==> src/rtl/operand_select_stage.sv <==
// rtl/operand_select_stage.sv - N-way operand selector with a registered valid/ready output stage.
// Optional stall counter output enabled by defining OPSEL_STALL_CNT_EN.
module operand_select_stage #(
    parameter int WIDTH = 32,
    parameter int N_SRC = 4,
    parameter int SEL_W = 2
) (
    input  logic                   clk,
    input  logic                   rst_n,
    input  logic                   in_valid,
    output logic                   in_ready,
    input  logic [SEL_W-1:0]       sel,
    input  logic [N_SRC*WIDTH-1:0] src_data,
    input  logic                   flush,
    output logic                   out_valid,
    input  logic                   out_ready,
    output logic [WIDTH-1:0]       out_data,
    output logic [SEL_W-1:0]       out_sel,
`ifdef OPSEL_STALL_CNT_EN
    output logic [15:0]            stall_cnt,
`endif
    output logic                   sel_err
);

    localparam bit HAS_OOR = ((1 << SEL_W) > N_SRC);

    generate
        if (N_SRC < 2 || (1 << SEL_W) < N_SRC) begin : g_param_check
            $error("operand_select_stage: need N_SRC >= 2 and 2**SEL_W >= N_SRC");
        end
    endgenerate

    logic             valid_q, valid_d;
    logic [WIDTH-1:0] data_q, data_d;
    logic [SEL_W-1:0] sel_q, sel_d;
    logic             err_q, err_d;
    logic [WIDTH-1:0] sel_word;
    logic             sel_oor;
    logic             accept;

    generate
        if (HAS_OOR) begin : g_oor
            assign sel_oor = (32'(sel) >= 32'(N_SRC));
        end else begin : g_no_oor
            assign sel_oor = 1'b0;
        end
    endgenerate

    // Any index with no matching source falls through to source 0.
    always_comb begin
        sel_word = src_data[0 +: WIDTH];
        for (int k = 1; k < N_SRC; k++) begin
            if (sel == SEL_W'(k)) begin
                sel_word = src_data[k*WIDTH +: WIDTH];
            end
        end
    end

    assign in_ready = !valid_q || out_ready;
    assign accept   = in_valid && in_ready && !flush;

    always_comb begin
        valid_d = valid_q;
        data_d  = data_q;
        sel_d   = sel_q;
        err_d   = accept && sel_oor;
        if (flush) begin
            valid_d = 1'b0;
        end else if (accept) begin
            valid_d = 1'b1;
            data_d  = sel_word;
            sel_d   = sel;
        end else if (valid_q && out_ready) begin
            valid_d = 1'b0;
        end
    end

    always_ff @(posedge clk) begin
        if (!rst_n) begin
            valid_q <= 1'b0;
            data_q  <= '0;
            sel_q   <= '0;
            err_q   <= 1'b0;
        end else begin
            valid_q <= valid_d;
            data_q  <= data_d;
            sel_q   <= sel_d;
            err_q   <= err_d;
        end
    end

    assign out_valid = valid_q;
    assign out_data  = data_q;
    assign out_sel   = sel_q;
    assign sel_err   = err_q;

`ifdef OPSEL_STALL_CNT_EN
    logic [15:0] cnt_q, cnt_d;

    always_comb begin
        cnt_d = cnt_q;
        if (valid_q && !out_ready && !flush && cnt_q != 16'hFFFF) begin
            cnt_d = cnt_q + 16'd1;
        end
    end

    always_ff @(posedge clk) begin
        if (!rst_n) begin
            cnt_q <= '0;
        end else begin
            cnt_q <= cnt_d;
        end
    end

    assign stall_cnt = cnt_q;
`endif

endmodule

==> config.mk <==
export PLATFORM = sky130hd
export DESIGN_NAME = operand_select_stage
export DESIGN_NICKNAME = d
export VERILOG_FILES = /design/src/rtl/operand_select_stage.sv
export SDC_FILE = /design/constraint.sdc
export NUM_CORES = 1
export LEC_CHECK = 0
export ABC_CLOCK_PERIOD_IN_PS = 2900
export BUFFER_PORTS_ARGS = -buffer_cell sky130_fd_sc_hd__clkbuf_2
export CAP_MARGIN = 0
export CORE_MARGIN = 3
export CORE_UTILIZATION = 40
export CTS_CLUSTER_DIAMETER = 60
export DETAILED_ROUTE_END_ITERATION = 12
export HOLD_SLACK_MARGIN = 0.05
export PLACE_DENSITY = 0.88
export SYNTH_ARGS = -nofsm -noshare
export SYNTH_HDL_FRONTEND = slang
export SYNTH_SLANG_ARGS = --single-unit
export TNS_END_PERCENT = 10
==> constraint.sdc <==
create_clock -name clk -period 2.9 [get_ports clk]
set_clock_uncertainty 0.05 [all_clocks]
set_input_delay 0.58 -clock clk [delete_from_list [all_inputs] [get_ports clk]]
set_output_delay 0.58 -clock clk [all_outputs]
set_load 0.01 [all_outputs]
* After elaboration in Yosys (flattened, before gate mapping)
Index checks and enable logic that the tools add are counted.
** Word-level totals
- Register bits after elaboration :: 35
- Output and inout bits :: 37
- Input port bits :: 135
** Cells by class
- Bitwise gates (word level) :: 2
- Equal/unequal tests :: 3
- Muxes and demuxes :: 5
- Reductions and logical operators :: 9
** Operators by type and width (number)
- two-way mux 32 bit :: 3
- equality test 2 bit, second input constant :: 2
- logical AND 1 bit :: 3
- equality test 2 x 1 -> 1 bit, second input constant :: 1
- zero test 1 bit :: 2
- two-way mux 1 bit :: 2
- NOT 1 bit :: 2
- AND reduction 2 bit :: 1
- nonzero test 2 bit :: 1
- OR reduction 2 bit :: 1
- logical OR 1 bit :: 1

* Longest topological paths before layout
Gate-level depths: netlist of the first run.
- Word-level depth :: 5
- Mapped depth :: 4

* Least setup slack after synthesis of the first run
No wires, ideal clock.
- Kind :: input-to-reg
- From :: input sel[0]
- To :: register data_q[0], in the netlist out_data[0]
- Cell stages on the path :: 4
- Arrival time :: 1.518 ns
- Required time :: 2.733 ns
- Slack :: 1.215 ns
- Library setup time :: 0.117 ns
- Path through :: buf_6 buf_6 mux4_2 a22o_1
** Between the ends
- Word-level cells in the longest chain between the ends :: 4
- Elaborated cells on any way between the ends :: 6
** Ends and longest elaborated chain
- start, declared :: RTL line 12 : input logic [SEL_W-1:0] sel,
- equality test 2 x 1 -> 1 bit :: RTL line 53 : if (sel == SEL_W'(k)) begin
- two-way mux 32 bit (2 in a row) :: RTL line 53
- two-way mux 32 bit (*) :: RTL line 53
- end signal, assigned :: RTL line 86 : data_q <= data_d;
- end, declared :: RTL line 34 : logic [WIDTH-1:0] data_q, data_d;
Mark *: on every way between the ends. The rest lies on a longest branch, timed or not.
A chain may end at the register's enable or synchronous reset.

* Worst setup path in the final report of the first run
- From :: input out_ready
- To :: output in_ready
** Between the ends
- Word-level cells in the longest chain between the ends :: 1
** Ends and longest elaborated chain
- start, declared :: RTL line 16 : input logic out_ready,
- logical OR 1 bit :: RTL line 59 : assign in_ready = !valid_q || out_ready;
- end, declared :: RTL line 11 : output logic in_ready,
Every way passes these cells.

==> flow_metrics.env, run 1 <==
export IMPL_status="finished clean"
export IMPL_maxSlewViolCount=0
export IMPL_drive_gt1_share_pct=72.2
export IMPL_maxSlewHeadroom_pct=43.0
export IMPL_nNetsFinal=429
export IMPL_worst_hold_path_endpoint="out_data[10]"
export IMPL_powerDensity_nw_per_um2=418
export IMPL_min_path_type="flop to flop"
export IMPL_setup_viol=0
export IMPL_leakage_nw=1.44
export IMPL_finalCritPeriodShare_pct=62.8
export IMPL_post_dp_hpwl_microns=5070
export IMPL_end_kind="output pin"
export IMPL_ys_warnings_count=0
export IMPL_ir_drop_mv=0.163
export IMPL_antenna_found_initial=0
export IMPL_grt_max_degree=34
export IMPL_seq_area_frac_synth_pct=36.5
export IMPL_crit_path_max_incr_delay_ps=240
export IMPL_cts_tree="done"
export IMPL_insertion_delay_ps=280
export IMPL_wire_per_inst_microns=17.9
export IMPL_critical_path_required_ps=2270
export IMPL_gp_congestion=0.752
export IMPL_drt_iter0_drc=80
export IMPL_hold_viol=0
export IMPL_syn_num_nets=263
export IMPL_cts_root_buf="clkbuf_8"
export IMPL_tightest_slew_ps=856
export IMPL_multi_input_area_sq_um=1100
export IMPL_start_util_pct=42.6
export IMPL_r2r_start="out_valid"
export IMPL_drt_pass1_iter_count=4
export IMPL_n_antenna_cell=0
export IMPL_chipWidth_microns=75.2
export IMPL_ctsResizeCount=0
export IMPL_cts_buffers=5
export IMPL_max_freq_ghz=0.549
export IMPL_synth_area_per_cell_sq_um=15.0
export IMPL_wl_microns=6210
export IMPL_slowest_stage="nor2b_2"
export IMPL_cp_arrival_ps=1190
export IMPL_placed_area_sq_um=2780
export IMPL_numPortBuffers=170
export IMPL_r2r_slack_ps=1200
export IMPL_whs_path_depth=1
export IMPL_cpMostUsedCell="clkbuf_2"
export IMPL_ant_nets=0
export IMPL_drc=0
export IMPL_syn_cell_area_sq_um=1920
export IMPL_grt_pass1_vias=1935
export IMPL_maxCapViolCount=0
export IMPL_grt_pass1_wl_microns=8860
export IMPL_grt_use_total_pct=21.1
export IMPL_post_cts_setup_buffer_count=0
export IMPL_design_die_area_sq_um=5660
export IMPL_finalInstanceArea_sq_um=2880
export IMPL_cts_htree_levels=2
export IMPL_synth_cells=128
export IMPL_worstPathCellList="clkbuf_2, nor2b_2, inv_1, clkbuf_2"
export IMPL_die_h_microns=75.2
export IMPL_grt_setup_unrepaired="false"
export IMPL_ys_types=18
export IMPL_clk_path_buf_depth=2
export IMPL_fillers=339
export IMPL_row_count=24
export IMPL_synthToLayoutAreaGrowth_pct=49.9
export IMPL_setup_tns_final_ps=0
export IMPL_crit_path_start_kind="input port"
export IMPL_routed_via_density=5.53
export IMPL_hp_start="out_data[10]"
export IMPL_finalCriticalPeriod_ps=1820
export IMPL_cts_clk_slew_worst_paths_ps=70
export IMPL_r2r_cells=4
export IMPL_cts_sinks=35
export IMPL_worstSetupPathType="input port to output pin"
export IMPL_cts_hold_buf=0
export IMPL_seq_area_sq_um=701
export IMPL_worst_path_max_fanout=5
export IMPL_io_pins=172
export IMPL_fp_coreArea_sq_um=4500
export IMPL_ys_ff_latch=35
export IMPL_r2r_end="out_data[23]"
export IMPL_vias=1920
export IMPL_grt_overflow=0
[cell usage after synthesis]
cell type | number | area, sq um
mux4_2 | 29 | 653
dfxtp_1 | 35 | 701
buf_2 | 9 | 45.0
conb_1 | 1 | 3.75
a21oi_1 | 2 | 10.0
buf_6 | 4 | 45.0
clkbuf_1 | 1 | 3.75
nand4b_1 | 2 | 17.5
inv_2 | 1 | 3.75
nor2b_2 | 1 | 8.76
o31a_1 | 1 | 8.76
inv_1 | 2 | 7.51
mux4_1 | 3 | 78.8
a211oi_1 | 1 | 7.51
a22o_1 | 32 | 280
buf_4 | 1 | 7.51
nor4_4 | 1 | 21.3
o31ai_1 | 2 | 15.0
[layer usage]
metal	GRT usage, %	share of wire, %	vias up
li1	-	-	881
met5	0	0	-
met3	4.94	8.4	6
met1	24.9	39	921
met2	37.8	52	112
met4	6.80	1.1	0
[cell type report]
| type | count | area share, % |
|---|---|---|
| multi-input cells | 75 | 38.4 |
| flip-flops and latches | 35 | 24.4 |
| repair buffers | 174 | 31.1 |
| inverters | 3 | 0.392 |
| well taps | 52 | 2.26 |
| clock buffers | 8 | 3.48 |
[worst max-delay path, delay by kind of cell]
| family | cells | cell delay (ps) |
|---|---|---|
| buf+inv | 3 | 370 |
| simple gates | 1 | 240 |
[cells in the final DEF (no fill, tap or decap)]
cell type,synthesis,routed
clkbuf_2,0,170
dfxtp_1,35,35
a22o_1,32,32
mux4_2,29,29
clkbuf_8,0,7
mux4_1,3,3
buf_4,1,3
inv_1,2,2
nand4b_1,2,2
o31ai_1,2,2
a21oi_1,2,2
nor2b_2,1,1
inv_2,1,1
nor4_4,1,1
o31a_1,1,1
a211oi_1,1,1
conb_1,1,1
clkbuf_1,1,1
buf_12,0,1
[through the flow]
| stage | instances | util, % | hold WS [ps] | setup WS, ps | power [mW] |
|---|---|---|---|---|---|
| final | 347 | 63.8 | 429 | 1080 | 1.20 |
| after detailed placement | 339 | 61.6 | 415 | 839 | 0.830 |
| after floorplan | 128 | - | 443 | 1220 | 0.692 |
| after CTS | 347 | 63.8 | 431 | 1080 | 1.21 |
| after global routing | 347 | 63.8 | 436 | 994 | 1.26 |
| after global placement | 339 | 61.6 | 409 | 912 | 0.820 |
[logic make-up after synthesis]
logic type             Yosys count  share of synthesized area, %
AOI/OAI and AO/OA               38                          16.8
DFF                             35                          36.5
muxes                           32                          38.2
buffers and inverters           18                          5.87
and+or+nand+nor                  4                          2.48
other                            1                         0.196
[report_power, final]
part	switching, mW	total, mW	leakage, nW	internal (mW)
clock network	0.167	0.384	0.0515	0.217
logic	0.115	0.293	1.10	0.178
registers	0.0157	0.525	0.286	0.509
total	0.298	1.20	1.44	0.903
[registers in the layout (all words and copies together) (netlist names)]
| name | cells |
|---|---|
| out_data | 32 |
| out_sel | 2 |
| out_valid | 1 |
[worst max-delay path by stage]
stage	start	to	cells after the start
global placement	out_ready	out_data[18]	5
finish	out_ready	in_ready	4
floorplan	sel[0]	out_data[0]	4
global route	out_ready	in_ready	4
CTS	out_ready	in_ready	4
detailed placement	out_ready	out_data[23]	5
No activity file was read; power rests on OpenSTA's default activity.
==> inputs of run 2 (changes only) <==
- ABC_CLOCK_PERIOD_IN_PS: 2900 -> 1600
- CORE_UTILIZATION: 40 -> 34
- PLACE_DENSITY: 0.88 -> 0.8
- clock period: 2.9 -> 1.6 ns (I/O delays scaled with it)
==> flow_metrics.env, run 2 (synthesis gave the netlist of run 1 again) <==
export IMPL_worstSetupPathType="flop to output pin"
export IMPL_layout_commonest_cell="clkbuf_2"
export IMPL_min_path_type="input port to flop"
export IMPL_routed_via_density=5.15
export IMPL_crit_path_max_incr_delay_ps=320
export IMPL_path_buf_inv=2
export IMPL_grt_use_total_pct=19.1
export IMPL_status="finished clean"
export IMPL_worst_path_max_fanout=5
export IMPL_post_dp_hpwl_microns=5170
export IMPL_numPortBuffers=170
export IMPL_leakage_nw=1.45
export IMPL_cp_startpoint="out_valid"
export IMPL_hp_start="flush"
export IMPL_finalInstanceArea_sq_um=2910
export IMPL_vias=1890
export IMPL_dpl_worst_slack_ps=-19.9
export IMPL_post_route_util_pct=55.3
export IMPL_synthToLayoutAreaGrowth_pct=51.9
export IMPL_grt_overflow=0
export IMPL_grt_setup_unrepaired="false"
export IMPL_nNetsFinal=433
export IMPL_critical_path_required_ps=1230
export IMPL_cp_arrival_ps=1160
export IMPL_post_cts_setup_buffer_count=0
export IMPL_largest_register_ff_count=32
export IMPL_cts_root_buf="clkbuf_8"
export IMPL_drt_pass1_iter_count=4
export IMPL_antenna_found_initial=0
export IMPL_fin_ws_ps=67.5
export IMPL_row_count=26
export IMPL_drive_gt1_share_pct=72.4
export IMPL_finalCritPeriodShare_pct=95.8
export IMPL_placed_area_sq_um=2840
export IMPL_max_freq_ghz=0.653
export IMPL_n_antenna_cell=0
export IMPL_finalCriticalPeriod_ps=1530
export IMPL_final_cell_mix="clkbuf_2 (170), dfxtp_1 (35), a22o_1 (32)"
export IMPL_drt_iter0_drc=49
export IMPL_design_die_area_sq_um=6580
export IMPL_ant_nets=0
export IMPL_end_kind="output pin"
export IMPL_maxSlewViolCount=0
export IMPL_grt_pass1_vias=2022
export IMPL_cts_clk_slew_worst_paths_ps=60
export IMPL_clk_path_buf_depth=2
export IMPL_maxCapViolCount=0
export IMPL_cts_buffers=5
export IMPL_r2r_start="out_valid"
export IMPL_wire_per_inst_microns=16.8
export IMPL_drc=0
export IMPL_holdWs_ps=291
export IMPL_insertion_delay_ps=270
export IMPL_fp_coreArea_sq_um=5270
export IMPL_hold_viol=0
export IMPL_setup_viol=0
export IMPL_ir_drop_mv=0.264
export IMPL_cts_tree="done"
export IMPL_power_mw=2.05
export IMPL_cts_hold_buf=0
export IMPL_cts_sinks=35
export IMPL_cts_htree_levels=2
export IMPL_io_pins=172
export IMPL_slowest_stage="dfxtp_1"
export IMPL_die_h_microns=81.1
export IMPL_grt_pass1_wl_microns=9400
export IMPL_crit_path_start_kind="flop"
export IMPL_start_util_pct=36.4
export IMPL_powerDensity_nw_per_um2=705
export IMPL_crit_family="flip-flops"
export IMPL_ctsResizeCount=0
export IMPL_chipWidth_microns=81.1
export IMPL_worstPathCellList="nor2b_2, inv_1, clkbuf_2"
export IMPL_gp_congestion=0.759
export IMPL_wl_microns=6160
export IMPL_grt_max_degree=34
## run 2: area by class of cell
class	instances	area (sq um)
Sequential cell	35	701
Clock buffer	6	72.6
Inverter	3	11.3
Tap cell	70	87.6
Timing Repair Buffer	178	936
Fill cell	491	2360
Multi-Input combinational cell	75	1100
## run 2: per-stage QoR
stage                     std cells  setup TNS [ps]
after floorplan                 128               0
after global placement          361               0
after detailed placement        361            -115
after global routing            367               0
final                           367               0
after CTS                       367               0
## run 2: worst paths after layout
check | end | slack, ps | cells past startpoint
worst max-delay path | in_ready | 70 | 3
worst min-delay path | out_valid | 290 | 2
worst max register to register | out_data[29] | 230 | 4
worst min register to register | out_data[30] | 430 | 1
## run 2: power by group
group          internal, mW  switching [mW]  leakage [nW]
combinational         0.331           0.206          1.13
sequential            0.923          0.0282         0.286
clock                 0.290           0.275        0.0371
## run 2: per-layer routing
layer  global-route usage (%)  routed length [microns]
met1                     20.0                     2070
met2                     37.2                     3590
met3                     4.66                      424
met4                     5.74                       74
met5                        0                        0
==> inputs of run 3 (changes only) <==
- CELL_PAD_IN_SITES_DETAIL_PLACEMENT: default -> 0
- CELL_PAD_IN_SITES_GLOBAL_PLACEMENT: default -> 1
- CORE_UTILIZATION: 34 -> 24
- PLACE_DENSITY: 0.8 -> 0.79
==> flow_metrics.env, run 3 (synthesis gave the netlist of run 1 again) <==
export IMPL_maxSlewViolCount=0
export IMPL_status="finished clean"
export IMPL_drc=0
export IMPL_end_kind="output pin"
export IMPL_swShare_pct=25.3
export IMPL_cp_arrival_ps=1080
export IMPL_final_cells=397
export IMPL_internal_power_mw=1.65
export IMPL_ant_nets=0
export IMPL_post_dp_hpwl_microns=4900
export IMPL_finalCritPeriodShare_pct=90.4
export IMPL_grt_setup_unrepaired="false"
export IMPL_grt_max_degree=33
export IMPL_drive_gt1_share_pct=72.5
export IMPL_placed_area_sq_um=2880
export IMPL_insertion_delay_ps=280
export IMPL_comb_power_share_pct=24.2
export IMPL_fin_ws_ps=154
export IMPL_max_freq_ghz=0.691
export IMPL_chipWidth_microns=95.4
export IMPL_grt_use_met1_pct=13.9
export IMPL_cp_startpoint="out_valid"
export IMPL_fp_coreArea_sq_um=7490
export IMPL_design_die_area_sq_um=9100
export IMPL_power_mw=2.21
export IMPL_dpl_worst_slack_ps=-26.8
export IMPL_cts_htree_levels=2
export IMPL_numPortBuffers=170
export IMPL_finalInstanceArea_sq_um=2990
export IMPL_layout_commonest_cell="clkbuf_2"
export IMPL_grt_pass1_vias=1914
export IMPL_leakage_nw=1.46
export IMPL_drt_iter0_drc=48
export IMPL_fillers=736
export IMPL_start_util_pct=25.6
export IMPL_setup_viol=0
export IMPL_io_pins=172
export IMPL_vias=1904
export IMPL_clk_path_buf_depth=2
export IMPL_r2r_start="out_valid"
export IMPL_post_route_util_pct=39.9
export IMPL_synthToLayoutAreaGrowth_pct=55.7
export IMPL_worstSetupPathType="flop to output pin"
export IMPL_drt_pass1_iter_count=4
export IMPL_wire_per_inst_microns=15.1
export IMPL_antenna_found_initial=0
export IMPL_row_count=31
export IMPL_crit_path_start_kind="flop"
export IMPL_finalCriticalPeriod_ps=1450
export IMPL_p_sw_uw=559
export IMPL_largest_register_ff_count=32
export IMPL_placed_cells=389
export IMPL_maxCapViolCount=0
export IMPL_routed_via_density=4.80
export IMPL_seq_area_sq_um=701
export IMPL_seqPwrFrac_pct=43.0
export IMPL_cts_root_buf="clkbuf_8"
export IMPL_grt_overflow=0
export IMPL_cts_clk_slew_worst_paths_ps=70
export IMPL_cts_tree="done"
export IMPL_die_h_microns=95.4
export IMPL_min_path_type="input port to flop"
export IMPL_hp_start="flush"
export IMPL_post_cts_setup_buffer_count=0
export IMPL_wl_microns=6010
export IMPL_grt_pass1_wl_microns=9030
export IMPL_grtUsageMet3_pct=4.97
export IMPL_grt_busiest_layer="met2"
export IMPL_clock_power_share_pct=32.8
export IMPL_powerDensity_nw_per_um2=739
export IMPL_cts_sinks=35
export IMPL_critical_path_required_ps=1230
export IMPL_hold_viol=0
export IMPL_nNetsFinal=432
export IMPL_cts_buffers=5
export IMPL_n_antenna_cell=0
export IMPL_final_cell_mix="clkbuf_2 (170), dfxtp_1 (35), a22o_1 (32)"
export IMPL_setup_tns_final_ps=0
export IMPL_met2_usage_pct=22.7
export IMPL_holdWs_ps=269
export IMPL_ir_drop_mv=0.303
export IMPL_gp_congestion=0.754
export IMPL_multi_input_area_sq_um=1110
export IMPL_grt_use_total_pct=12.8
export IMPL_worst_path_max_fanout=5
[run 3: power groups by stage]
stage          Clock (mW)  Combinational [mW]  Sequential, mW
2_1_floorplan           0               0.265           0.990
3_3_place_gp            0               0.529           0.968
3_5_place_dp            0               0.541           0.968
4_1_cts             0.757               0.542           0.948
5_1_grt             0.797               0.588           0.954
6_report            0.724               0.535           0.948
[run 3: repair_timing]
action / 4_1_cts / 5_1_grt
hold buffers: 0 / 0
gates resized for setup: 0 / 1
endpoints found under the setup margin: 0 / 1
[run 3: area by class of cell]
cell class / instances / share of cell area (%)
multi-input combinational: 75 / 37.2
timing repair buffer: 177 / 31.5
sequential: 35 / 23.5
tap: 99 / 4.15
clock buffer: 8 / 3.35
inverter: 3 / 0.377
[run 3: path summary, 6_finish.rpt]
kind	to	slack (ps)	depth (start not counted)
setup / recovery	in_ready	150	3
hold / removal	out_valid	270	2
setup reg to reg	out_data[4]	270	4
hold reg to reg	out_data[10]	430	1
[run 3: layer usage]
metal | routed length [microns] | vias up
met5 | 0 | -
met4 | 81 | 0
met3 | 667 | 6
met2 | 3060 | 107
met1 | 2190 | 905
li1 | - | 886
[run 3: worst max-delay path: stages (launching register included)]
cell	delay, ps
dfxtp_1	330
nor2b_4	220
inv_1	110
clkbuf_2	140
